`config.mk`:
```
export PLATFORM = sky130hd
export DESIGN_NAME = pwm_decoder
export DESIGN_NICKNAME = d
export VERILOG_FILES = /design/src/rtl/pwm_pkg.sv /design/src/rtl/pwm_decoder_sync_ff.sv /design/src/rtl/pwm_decoder.sv
export SDC_FILE = /design/constraint.sdc
export NUM_CORES = 1
export LEC_CHECK = 0
export ABC_CLOCK_PERIOD_IN_PS = 1920
export BUFFER_PORTS_ARGS = -buffer_cell sky130_fd_sc_hd__buf_2
export CELL_PAD_IN_SITES_DETAIL_PLACEMENT = 1
export CELL_PAD_IN_SITES_GLOBAL_PLACEMENT = 1
export CORE_ASPECT_RATIO = 1.2
export CORE_MARGIN = 5
export CORE_UTILIZATION = 43
export CTS_BUF_LIST = sky130_fd_sc_hd__clkbuf_2 sky130_fd_sc_hd__clkbuf_4 sky130_fd_sc_hd__clkbuf_8
export DETAILED_ROUTE_END_ITERATION = 10
export PLACE_DENSITY = 0.82
export REMOVE_ABC_BUFFERS = 1
export SYNTH_ARGS = -nofsm -noshare
export SYNTH_HDL_FRONTEND = slang
export SYNTH_SLANG_ARGS = --single-unit
export TNS_END_PERCENT = 20
```
`constraint.sdc`:
```
create_clock -name clk_i -period 1.92 [get_ports clk_i]
set_input_delay 0.192 -clock clk_i [delete_from_list [all_inputs] [get_ports clk_i]]
set_output_delay 0.192 -clock clk_i [all_outputs]
set_load 0.01 [all_outputs]
```
`src/rtl/pwm_pkg.sv`:
```
// PWM link shared definitions.
// Common to the pwm_dac transmit side and the pwm_decoder receive side.
package pwm_pkg;

  localparam int PWM_CNT_W = 4;

  typedef enum logic [1:0] {
    PWM_DEC_IDLE,
    PWM_DEC_ACQUIRE,
    PWM_DEC_MEASURE
  } pwm_dec_state_e;

endpackage

```
`src/rtl/pwm_decoder_sync_ff.sv`:
```
// Multi-stage flop synchroniser for a single asynchronous bit.
// Clears to 0 on reset.
module sync_ff #(
  parameter int STAGES = 2
) (
  input  logic clk,
  input  logic rst,
  input  logic d,
  output logic q
);

  logic [STAGES-1:0] sr;

  always_ff @(posedge clk or posedge rst) begin
    if (rst) begin
      sr <= '0;
    end else begin
      sr <= {sr[STAGES-2:0], d};
    end
  end

  assign q = sr[STAGES-1];

endmodule

```
`src/rtl/pwm_decoder.sv`:
```
// PWM duty decoder: counts high cycles of pwm_i per 2**CNT_W window
// and hands each result out on a valid/ready port.
module pwm_decoder
  import pwm_pkg::*;
#(
  parameter int CNT_W       = PWM_CNT_W,
  parameter int SYNC_STAGES = 2
) (
  input  logic           clk_i,
  input  logic           rst_i,
  input  logic           en_i,
  input  logic           pwm_i,
  input  logic           ready_i,
  input  logic           clr_i,
  output logic [CNT_W:0] duty_o,
  output logic           valid_o,
  output logic           locked_o,
  output logic           overrun_o
);

  localparam int ACQ_W = $clog2(SYNC_STAGES + 1);
  localparam logic [CNT_W-1:0] WIN_LAST = '1;
  localparam logic [ACQ_W-1:0] ACQ_LAST = ACQ_W'(SYNC_STAGES - 1);

  pwm_dec_state_e state;

  logic             pwm_s;
  logic [CNT_W-1:0] win_q;
  logic [CNT_W:0]   high_q;
  logic [CNT_W:0]   prev_q;
  logic             prev_vld;
  logic [ACQ_W-1:0] acq_q;
  logic [CNT_W:0]   result;
  logic             res_vld;
  logic             xfer;
  logic             ovr_set;

  sync_ff #(
    .STAGES(SYNC_STAGES)
  ) u_sync (
    .clk(clk_i),
    .rst(rst_i),
    .d  (pwm_i),
    .q  (pwm_s)
  );

  // Last sample of the window is folded in directly.
  assign result  = high_q + {{CNT_W{1'b0}}, pwm_s};
  assign res_vld = en_i && (state == PWM_DEC_MEASURE)
                   && (win_q == WIN_LAST);
  assign xfer    = valid_o && ready_i;
  assign ovr_set = res_vld && valid_o && !ready_i;

  always_ff @(posedge clk_i or posedge rst_i) begin
    if (rst_i) begin
      state     <= PWM_DEC_IDLE;
      win_q     <= '0;
      high_q    <= '0;
      prev_q    <= '0;
      prev_vld  <= 1'b0;
      acq_q     <= '0;
      duty_o    <= '0;
      valid_o   <= 1'b0;
      locked_o  <= 1'b0;
      overrun_o <= 1'b0;
    end else begin
      if (ovr_set) begin
        overrun_o <= 1'b1;
      end else if (clr_i) begin
        overrun_o <= 1'b0;
      end

      if (!en_i) begin
        state    <= PWM_DEC_IDLE;
        win_q    <= '0;
        high_q   <= '0;
        acq_q    <= '0;
        valid_o  <= 1'b0;
        locked_o <= 1'b0;
        prev_vld <= 1'b0;
      end else begin
        unique case (state)
          PWM_DEC_IDLE: begin
            state <= PWM_DEC_ACQUIRE;
            acq_q <= '0;
          end
          // Wait out stale synchroniser contents.
          PWM_DEC_ACQUIRE: begin
            if (acq_q == ACQ_LAST) begin
              state  <= PWM_DEC_MEASURE;
              win_q  <= '0;
              high_q <= '0;
            end else begin
              acq_q <= acq_q + 1'b1;
            end
          end
          PWM_DEC_MEASURE: begin
            if (res_vld) begin
              duty_o   <= result;
              valid_o  <= 1'b1;
              locked_o <= prev_vld && (result == prev_q);
              prev_q   <= result;
              prev_vld <= 1'b1;
              win_q    <= '0;
              high_q   <= '0;
            end else begin
              win_q  <= win_q + 1'b1;
              high_q <= result;
              if (xfer) begin
                valid_o <= 1'b0;
              end
            end
          end
          default: state <= PWM_DEC_IDLE;
        endcase
      end
    end
  end

endmodule

```
==> results of run 1 <==
[flip-flops by register name, indices dropped and copies added (netlist names), 2 cells and up]
register / flops
high_q: 5
prev_q: 5
win_q: 4
acq_q: 2
state: 2
u_sync.sr: 2
[worst max-delay path, cell delays in order (launching register included)]
cell	delay (ns)
dfrtp_1	0.40
ha_1	0.22
ha_1	0.32
xor2_1	0.17
or4_4	0.41
o31ai_2	0.18
[routing by layer]
layer | vias up | wire length [um] | global-route usage (%)
li1 | 432 | - | -
met2 | 8 | 1400 | 28.2
met5 | - | 0 | 0
met4 | 0 | 38 | 7.83
met3 | 4 | 45 | 1.72
met1 | 443 | 1120 | 17.2
[placed cells by master, fill, tap and decap left out, drive strengths merged, types with 2 or more instances in the layout]
| cell | instances |
|---|---|
| a21oi | 7 |
| nand3b | 3 |
| clkbuf | 4 |
| inv | 6 |
| nor3 | 2 |
| dlygate4sd3 | 2 |
| o21ai | 8 |
| nand3 | 8 |
| nor2 | 9 |
| buf | 14 |
| ha | 4 |
| xor2 | 6 |
| and2b | 2 |
| dfrtp | 24 |
| and3 | 2 |
| nand2 | 7 |
| a22o | 4 |
| xnor2 | 3 |
| mux2 | 3 |
[synthesized netlist by cell type, types with 2 or more instances]
| master | instances |
|---|---|
| a22o_1 | 3 |
| a21oi_1 | 7 |
| nor3_1 | 2 |
| xor2_1 | 6 |
| nand3b_1 | 2 |
| o21ai_0 | 7 |
| mux2_1 | 3 |
| nand2_1 | 7 |
| inv_1 | 6 |
| nor2_1 | 8 |
| nand3_1 | 7 |
| dfrtp_1 | 24 |
| xnor2_1 | 3 |
| ha_1 | 4 |
[where the power goes]
group          switching, mW  internal, mW
combinational         0.0426        0.0291
clock                  0.156         0.116
sequential            0.0127         0.515
[final cells by class]
cell class / instances / area [sq um]
Fill cell: 322 / 1390
Inverter: 6 / 22.5
Clock buffer: 4 / 36.3
Tap cell: 34 / 42.5
Multi-Input combinational cell: 80 / 551
Timing Repair Buffer: 16 / 92.6
Sequential cell: 24 / 601
[worst min-delay path by stage]
| stage | endpoint | slack (ns) | depth (start not counted) |
|---|---|---|---|
| final | overrun_o | 0.06 | 2 |
| after global routing | overrun_o | 0.03 | 2 |
| after CTS | overrun_o | 0.05 | 2 |
| after detailed placement | prev_q[3] | 0.26 | 3 |
| after global placement | prev_q[3] | 0.25 | 3 |
| after floorplan | acq_q[0] | 0.21 | 1 |
[logic make-up (layout without fill, tap and decap cells)]
| family | count (synthesis) | in the layout | synth area share (%) |
|---|---|---|---|
| flops | 24 | 24 | 50.5 |
| mux | 3 | 3 | 2.84 |
| buf+inv | 8 | 26 | 3.26 |
| fa+ha+maj | 4 | 4 | 4.21 |
| simple gates | 41 | 41 | 20.2 |
| compound gates | 23 | 23 | 12.4 |
| xor+xnor | 9 | 9 | 6.62 |
[stage by stage]
stage | setup WS, ns | instance area (sq um)
floorplan | 0.223 | 1170
global placement | 0.194 | 1290
detailed placement | 0.168 | 1290
CTS | 0.137 | 1350
global route | 0.0972 | 1350
finish | 0.150 | 1350
==> flow_summary.json, run 1 <==
{
  "clock_sink_count": 24,
  "required_ns": 2.17,
  "rrSetupSlack_ns": 0.15,
  "hp-start": "clr_i",
  "first_iter_violations": 24,
  "die_area_sq_um": 3920,
  "synth.area.top_cells": "dfrtp_1 (50%), xor2_1 (4.4%), ha_1 (4.2%)",
  "async_flop_share_pct": 100,
  "grt_pass1_vias": 1005,
  "final_antenna_net_count": 0,
  "fp.dieH_um": 67.6,
  "critPathMaxFanout": 3,
  "dp_cells": 158,
  "diodes": 0,
  "synth-edff-count": 0,
  "post-synth-top-area-fraction_pct": 50.5,
  "ios": 14,
  "final-hold-violation-count": 0,
  "hold_slack_ns": 0.0560,
  "drive_above_1_share_pct": 20.8,
  "wl_um": 2600,
  "place_congestion": 0.827,
  "syn-cell-area_sq_um": 1190,
  "p_leak_nw": 0.668,
  "worstReg2RegStart": "high_q[0]",
  "synth_top_area_cell": "dfrtp_1",
  "clock_skew_ns": 0.00656,
  "cts_hold_buf": 2,
  "fp-row-count": 21,
  "firstDrtPassIters": 4,
  "cts_resized": 0,
  "clock.fmax_ghz": 0.565,
  "startpoint": "high_q[0]",
  "syn_to_final_growth_pct": 13.0,
  "clock_path_buffers": 2,
  "drc": 0,
  "ys_seq_elements": 24,
  "drv_slew": 0,
  "critPathKind": "flip-flop to flip-flop",
  "vdd_drop_max_uv": 479,
  "core_area_sq_um": 2730,
  "antenna_found_initial": 0,
  "rsz0062_at_grt": "no",
  "finalPower_mw": 0.872,
  "via_count": 887,
  "max_slew_margin_pct": 78.3,
  "wire_per_inst_um": 15.9,
  "clk_pin_slew_worst_paths_ns": 0.13,
  "hold_class": "input pin to flip-flop",
  "overflow": 0,
  "portBuffers": 13,
  "cts_root_buf": "clkbuf_4",
  "tightest_slew_ns": 0.318,
  "grtUsageTotal_pct": 15.3,
  "cp.arrival_ns": 2.02,
  "post-route-period-util_pct": 92.2,
  "htreeDepth": 1,
  "avgSynthCellArea_sq_um": 10.6,
  "ys.flop_type": "dfrtp_1",
  "finalCriticalPeriod_ns": 1.77,
  "cts_tree": "done",
  "crit_end": "locked_o",
  "cap_violations": 0,
  "viasPerCell": 5.41,
  "yosysWarningCount": 0,
  "die_w_um": 58.0,
  "ys_seq_area_share_pct": 50.5,
  "critPathLaunchType": "flip-flop",
  "ff2ff_path_depth": 5,
  "final_core_util_pct": 49.2,
  "grt_pass1_wl_um": 4530,
  "numCtsBuffers": 3,
  "synthCells": 112,
  "outcome": "finished clean",
  "synth.distinct_cells": 37,
  "final_cells": 164,
  "setup_viol": 0,
  "cp-end-kind": "flip-flop",
  "grt_max_degree": 25,
  "clock_latency_ns": 0.32,
  "setup-tns-final_ns": 0,
  "r2r-end": "locked_o",
  "start_util_pct": 43.5,
  "powerDensity_nw_per_um2": 648,
  "cts_setup_buffers": 0,
  "dpl.hpwl_um": 1970,
  "final_nets": 141
}
Note: power is estimated with default switching activity, not from simulation.
==> run 2, diff against run 1 <==
--- a/config.mk
+++ b/config.mk
@@ -11,10 +11,10 @@
 export CELL_PAD_IN_SITES_GLOBAL_PLACEMENT = 1
 export CORE_ASPECT_RATIO = 1.2
 export CORE_MARGIN = 5
-export CORE_UTILIZATION = 43
+export CORE_UTILIZATION = 45
 export CTS_BUF_LIST = sky130_fd_sc_hd__clkbuf_2 sky130_fd_sc_hd__clkbuf_4 sky130_fd_sc_hd__clkbuf_8
 export DETAILED_ROUTE_END_ITERATION = 10
-export PLACE_DENSITY = 0.82
+export PLACE_DENSITY = 0.85
 export REMOVE_ABC_BUFFERS = 1
 export SYNTH_ARGS = -nofsm -noshare
 export SYNTH_HDL_FRONTEND = slang
==> flow_summary.json, run 2 (synthesis results as in run 1) <==
{
  "outcome": "finished clean",
  "final-hold-violation-count": 0,
  "final_antenna_net_count": 0,
  "placed_cell_area_sq_um": 1290,
  "worstReg2RegStart": "high_q[0]",
  "slowest_stage": "or4_4",
  "powerDensity_nw_per_um2": 717,
  "final_common_cell": "dfrtp_1",
  "cap_violations": 0,
  "holdPathEnd": "overrun_o",
  "cp.arrival_ns": 2.07,
  "path_common_cell": "ha_1",
  "cp-end-kind": "flip-flop",
  "drc": 0,
  "critPathKind": "flip-flop to flip-flop",
  "p_int_mw": 0.756,
  "required_ns": 2.18,
  "crit_chain": "ha_1 > ha_1 > xor2_1 > or4_4 > o31ai_2",
  "setup_slack_ns": 0.114,
  "slowest_delay_ns": 0.42,
  "die_area_sq_um": 3780,
  "start_util_pct": 47.1,
  "grt_pass1_vias": 968,
  "overflow": 0,
  "critPathMaxFanout": 3,
  "final_nets": 141,
  "critPathLaunchType": "flip-flop",
  "swShare_pct": 22.5,
  "hold_depth": 2,
  "cts_tree": "done",
  "rsz0062_at_grt": "no",
  "via_count": 888,
  "portBuffers": 13,
  "first_iter_violations": 17,
  "htreeDepth": 1,
  "finalCriticalPeriod_ns": 1.81,
  "clock.fmax_ghz": 0.554,
  "clkPwrFrac_pct": 38.6,
  "antenna_found_initial": 0,
  "setup_viol": 0,
  "vdd_drop_max_uv": 344,
  "hp-start": "clr_i",
  "syn_to_final_growth_pct": 14.3,
  "p_comb_share_pct": 7.3,
  "clock_path_buffers": 2,
  "fillers": 289,
  "critical-path-top-delay-family": "adder cells",
  "max_slew_margin_pct": 75.5,
  "grt_max_degree": 25,
  "crit_buf_inv": 0,
  "clk_pin_slew_worst_paths_ns": 0.14,
  "seqPwrFrac_pct": 54.1,
  "drv_slew": 0,
  "grtUsageTotal_pct": 15.9,
  "wl_um": 2570,
  "post-route-period-util_pct": 94.1,
  "ff2ff_path_depth": 5,
  "power.switching_mw": 0.219,
  "final_cell_mix": "dfrtp_1 (24), buf_2 (13), nor2_1 (8)",
  "clock_sink_count": 24,
  "tightest_slew_ns": 0.358,
  "cts_setup_buffers": 0,
  "r2r-end": "locked_o",
  "clock_latency_ns": 0.33,
  "seqCellArea_sq_um": 601,
  "core_area_sq_um": 2530,
  "p_leak_nw": 0.675,
  "reg_top3": "high_q: 5 flops, prev_q: 5 flops, win_q: 4 flops",
  "place_congestion": 0.817,
  "viasPerCell": 5.45,
  "multi_input_area_sq_um": 551,
  "dpl.hpwl_um": 1850,
  "fp.dieH_um": 66.3,
  "clock_skew_ns": 0.0102,
  "drive_above_1_share_pct": 20.8,
  "fp-row-count": 20,
  "ios": 14,
  "wire_per_inst_um": 15.8,
  "cts_root_buf": "clkbuf_4",
  "hold_class": "input pin to flip-flop",
  "post-place-ws_ns": 0.136,
  "numCtsBuffers": 3,
  "diodes": 0,
  "die_w_um": 56.9,
  "setup-tns-final_ns": 0,
  "grt_pass1_wl_um": 4550,
  "firstDrtPassIters": 4,
  "rrSetupSlack_ns": 0.11,
  "final_area_sq_um": 1360
}
-- run 2: timing repair --
action / in CTS / in global routing
setup endpoints to repair: 0 / 0
hold endpoints to repair: 25 / 0
resized for setup: 0 / 0
hold buffers: 2 / 0
-- run 2: worst register-to-register path, stage by stage (launching register included) --
cell	delay (ns)
dfrtp_1	0.41
ha_1	0.22
ha_1	0.34
xor2_1	0.17
or4_4	0.42
o31ai_2	0.18
-- run 2: per-stage QoR --
stage	utilization [%]	std cells	power [mW]	hold WS, ns
2_1_floorplan	-	110	0.580	0.207
3_3_place_gp	50.9	157	0.601	0.248
3_5_place_dp	50.9	157	0.606	0.258
4_1_cts	53.8	163	0.986	0.0277
5_1_grt	53.8	163	1.03	0.0131
6_report	53.8	163	0.975	0.0359
-- run 2: worst max path at each step --
stage | startpoint | slack [ns] | to | cells past startpoint
detailed placement | high_q[0] | 0.14 | locked_o | 5
global placement | u_sync.sr[1] | 0.20 | locked_o | 5
floorplan | high_q[0] | 0.22 | locked_o | 5
CTS | high_q[0] | 0.11 | locked_o | 5
finish | high_q[0] | 0.11 | locked_o | 5
global route | high_q[0] | 0.07 | locked_o | 5
-- run 2: final cells by class --
cell class	count	share of cell area, %
multi-input combinational	80	40.5
timing repair buffer	16	6.81
clock buffer	3	1.66
clock inverter	1	2.21
tap	33	3.04
inverter	6	1.66
sequential	24	44.2
-- run 2: metal layers --
| layer | part of all wire (%) | global-route usage, % | routed length [um] |
|---|---|---|---|
| met3 | 2.6 | 2.93 | 67 |
| met5 | 0 | 0 | 0 |
| met4 | 1.8 | 6.67 | 46 |
| met2 | 52 | 28.0 | 1340 |
| met1 | 44 | 18.7 | 1120 |
-- run 2: power by group through the flow --
| stage | registers [mW] | logic [mW] | clock network [mW] |
|---|---|---|---|
| after floorplan | 0.533 | 0.0467 | 0 |
| after global placement | 0.536 | 0.0652 | 0 |
| after detailed placement | 0.536 | 0.0695 | 0 |
| after CTS | 0.527 | 0.0725 | 0.386 |
| after global routing | 0.530 | 0.0824 | 0.414 |
| final | 0.527 | 0.0710 | 0.377 |
==> run 3, diff against run 2 <==
--- a/config.mk
+++ b/config.mk
@@ -10,7 +10,6 @@
 export CELL_PAD_IN_SITES_DETAIL_PLACEMENT = 1
 export CELL_PAD_IN_SITES_GLOBAL_PLACEMENT = 1
 export CORE_ASPECT_RATIO = 1.2
-export CORE_MARGIN = 5
 export CORE_UTILIZATION = 45
 export CTS_BUF_LIST = sky130_fd_sc_hd__clkbuf_2 sky130_fd_sc_hd__clkbuf_4 sky130_fd_sc_hd__clkbuf_8
 export DETAILED_ROUTE_END_ITERATION = 10
==> flow_summary.json, run 3 (synthesis results as in run 1) <==
{
  "fillers": 289,
  "clock_sink_count": 24,
  "post-place-ws_ns": 0.151,
  "core_area_sq_um": 2530,
  "cp-end-kind": "flip-flop",
  "seqPwrFrac_pct": 60.4,
  "hold_class": "input pin to flip-flop",
  "final_antenna_net_count": 0,
  "dp_cells": 157,
  "tightest_slew_ns": 0.405,
  "drc": 0,
  "via_count": 908,
  "portBuffers": 13,
  "final_common_cell": "dfrtp_1",
  "htreeDepth": 1,
  "final_cell_mix": "dfrtp_1 (24), buf_2 (13), nor2_1 (8)",
  "clock_skew_ns": 0.00200,
  "clock_path_buffers": 2,
  "clkPwrFrac_pct": 31.5,
  "ios": 14,
  "power.switching_mw": 0.212,
  "wire_per_inst_um": 15.6,
  "start_util_pct": 47.1,
  "finalCriticalPeriod_ns": 1.79,
  "grt_pass1_wl_um": 4440,
  "fp.dieH_um": 58.3,
  "powerDensity_nw_per_um2": 650,
  "setup-tns-final_ns": 0,
  "ff2ff_path_depth": 5,
  "clock.fmax_ghz": 0.558,
  "swShare_pct": 24.3,
  "drv_slew": 0,
  "cts_root_buf": "clkbuf_4",
  "post-route-period-util_pct": 93.4,
  "outcome": "finished clean",
  "final_nets": 141,
  "clock_latency_ns": 0.32,
  "cp.arrival_ns": 2.04,
  "critPathKind": "flip-flop to flip-flop",
  "cts_tree": "done",
  "place_congestion": 0.732,
  "p_int_mw": 0.661,
  "setup_slack_ns": 0.127,
  "cts_resized": 0,
  "p_comb_share_pct": 8.1,
  "grt_pass1_vias": 957,
  "rsz0062_at_grt": "no",
  "final_area_sq_um": 1340,
  "final_cells": 163,
  "wl_um": 2540,
  "antenna_found_initial": 0,
  "firstDrtPassIters": 4,
  "fp-row-count": 20,
  "numCtsBuffers": 3,
  "max_slew_margin_pct": 72.3,
  "cap_violations": 0,
  "rrSetupSlack_ns": 0.13,
  "grtUsageTotal_pct": 21.2,
  "required_ns": 2.17,
  "first_iter_violations": 9,
  "overflow": 0,
  "hold_depth": 2,
  "final-hold-violation-count": 0,
  "setup_viol": 0,
  "diodes": 0,
  "reg_top3": "high_q: 5 flops, prev_q: 5 flops, win_q: 4 flops",
  "vdd_drop_max_uv": 357,
  "clk_pin_slew_worst_paths_ns": 0.13,
  "die_w_um": 48.9,
  "hold_slack_ns": 0.0502,
  "placed_cell_area_sq_um": 1290,
  "critPathMaxFanout": 3,
  "dpl.hpwl_um": 1850,
  "grt_max_degree": 25,
  "syn_to_final_growth_pct": 12.9,
  "p_leak_nw": 0.668,
  "critPathLaunchType": "flip-flop",
  "drive_above_1_share_pct": 20.8,
  "cts_setup_buffers": 0,
  "viasPerCell": 5.57,
  "die_area_sq_um": 2850
}
## run 3: cell types whose count changed in the layout (fill, tap and decap cells not counted)
cell / previous run / this run
clkbuf_8: 0 / 1
bufinv_16: 1 / 0
## run 3: final cells by class
class | instances | area [sq um] | share of cell area (%)
multi-input cells | 80 | 551 | 41.0
repair buffers | 16 | 92.6 | 6.89
clock buffers | 4 | 36.3 | 2.70
well taps | 33 | 41.3 | 3.07
flip-flops and latches | 24 | 601 | 44.7
inverters | 6 | 22.5 | 1.68
## run 3: metrics by stage
step / utilization (%) / total power [mW]
final: 53.2 / 0.873
after global routing: 53.2 / 0.906
after CTS: 53.2 / 0.878
after detailed placement: 50.9 / 0.606
after global placement: 50.9 / 0.601
after floorplan: - / 0.580
## run 3: final timing paths
kind,startpoint,to
max,high_q[0],locked_o
min,clr_i,overrun_o
max reg2reg,high_q[0],locked_o
min reg2reg,u_sync.sr[0],u_sync.sr[1]
max in group asynchronous,rst_i,prev_q[1]
min in group asynchronous,rst_i,acq_q[1]
## run 3: power groups by stage
stage	combinational [mW]	sequential [mW]	clock (mW)
3_3_place_gp	0.0648	0.536	0
6_report	0.0709	0.527	0.275
5_1_grt	0.0822	0.530	0.294
3_5_place_dp	0.0684	0.537	0
2_1_floorplan	0.0467	0.533	0
4_1_cts	0.0732	0.528	0.277
## run 3: metal layers
metal  up-vias  track usage [%]  routed length [um]
met3         6             3.10                  38
met5         -                0                   0
met2        10             38.1                1380
met4         0             12.6                  59
li1        431                -                   -
met1       461             24.0                1060
## run 3: repair_timing
| item | 4_1_cts | 5_1_grt |
|---|---|---|
| endpoints found under the setup margin | 0 | 0 |
| hold buffers | 2 | 0 |
| endpoints found under the hold margin | 25 | 0 |
## run 3: worst max-delay path, stage by stage, from the launching register on
cell and delay (ns):
dfrtp_1 0.41, ha_1 0.22, ha_1 0.33, xor2_1 0.17, or4_4 0.41, o31ai_2 0.17
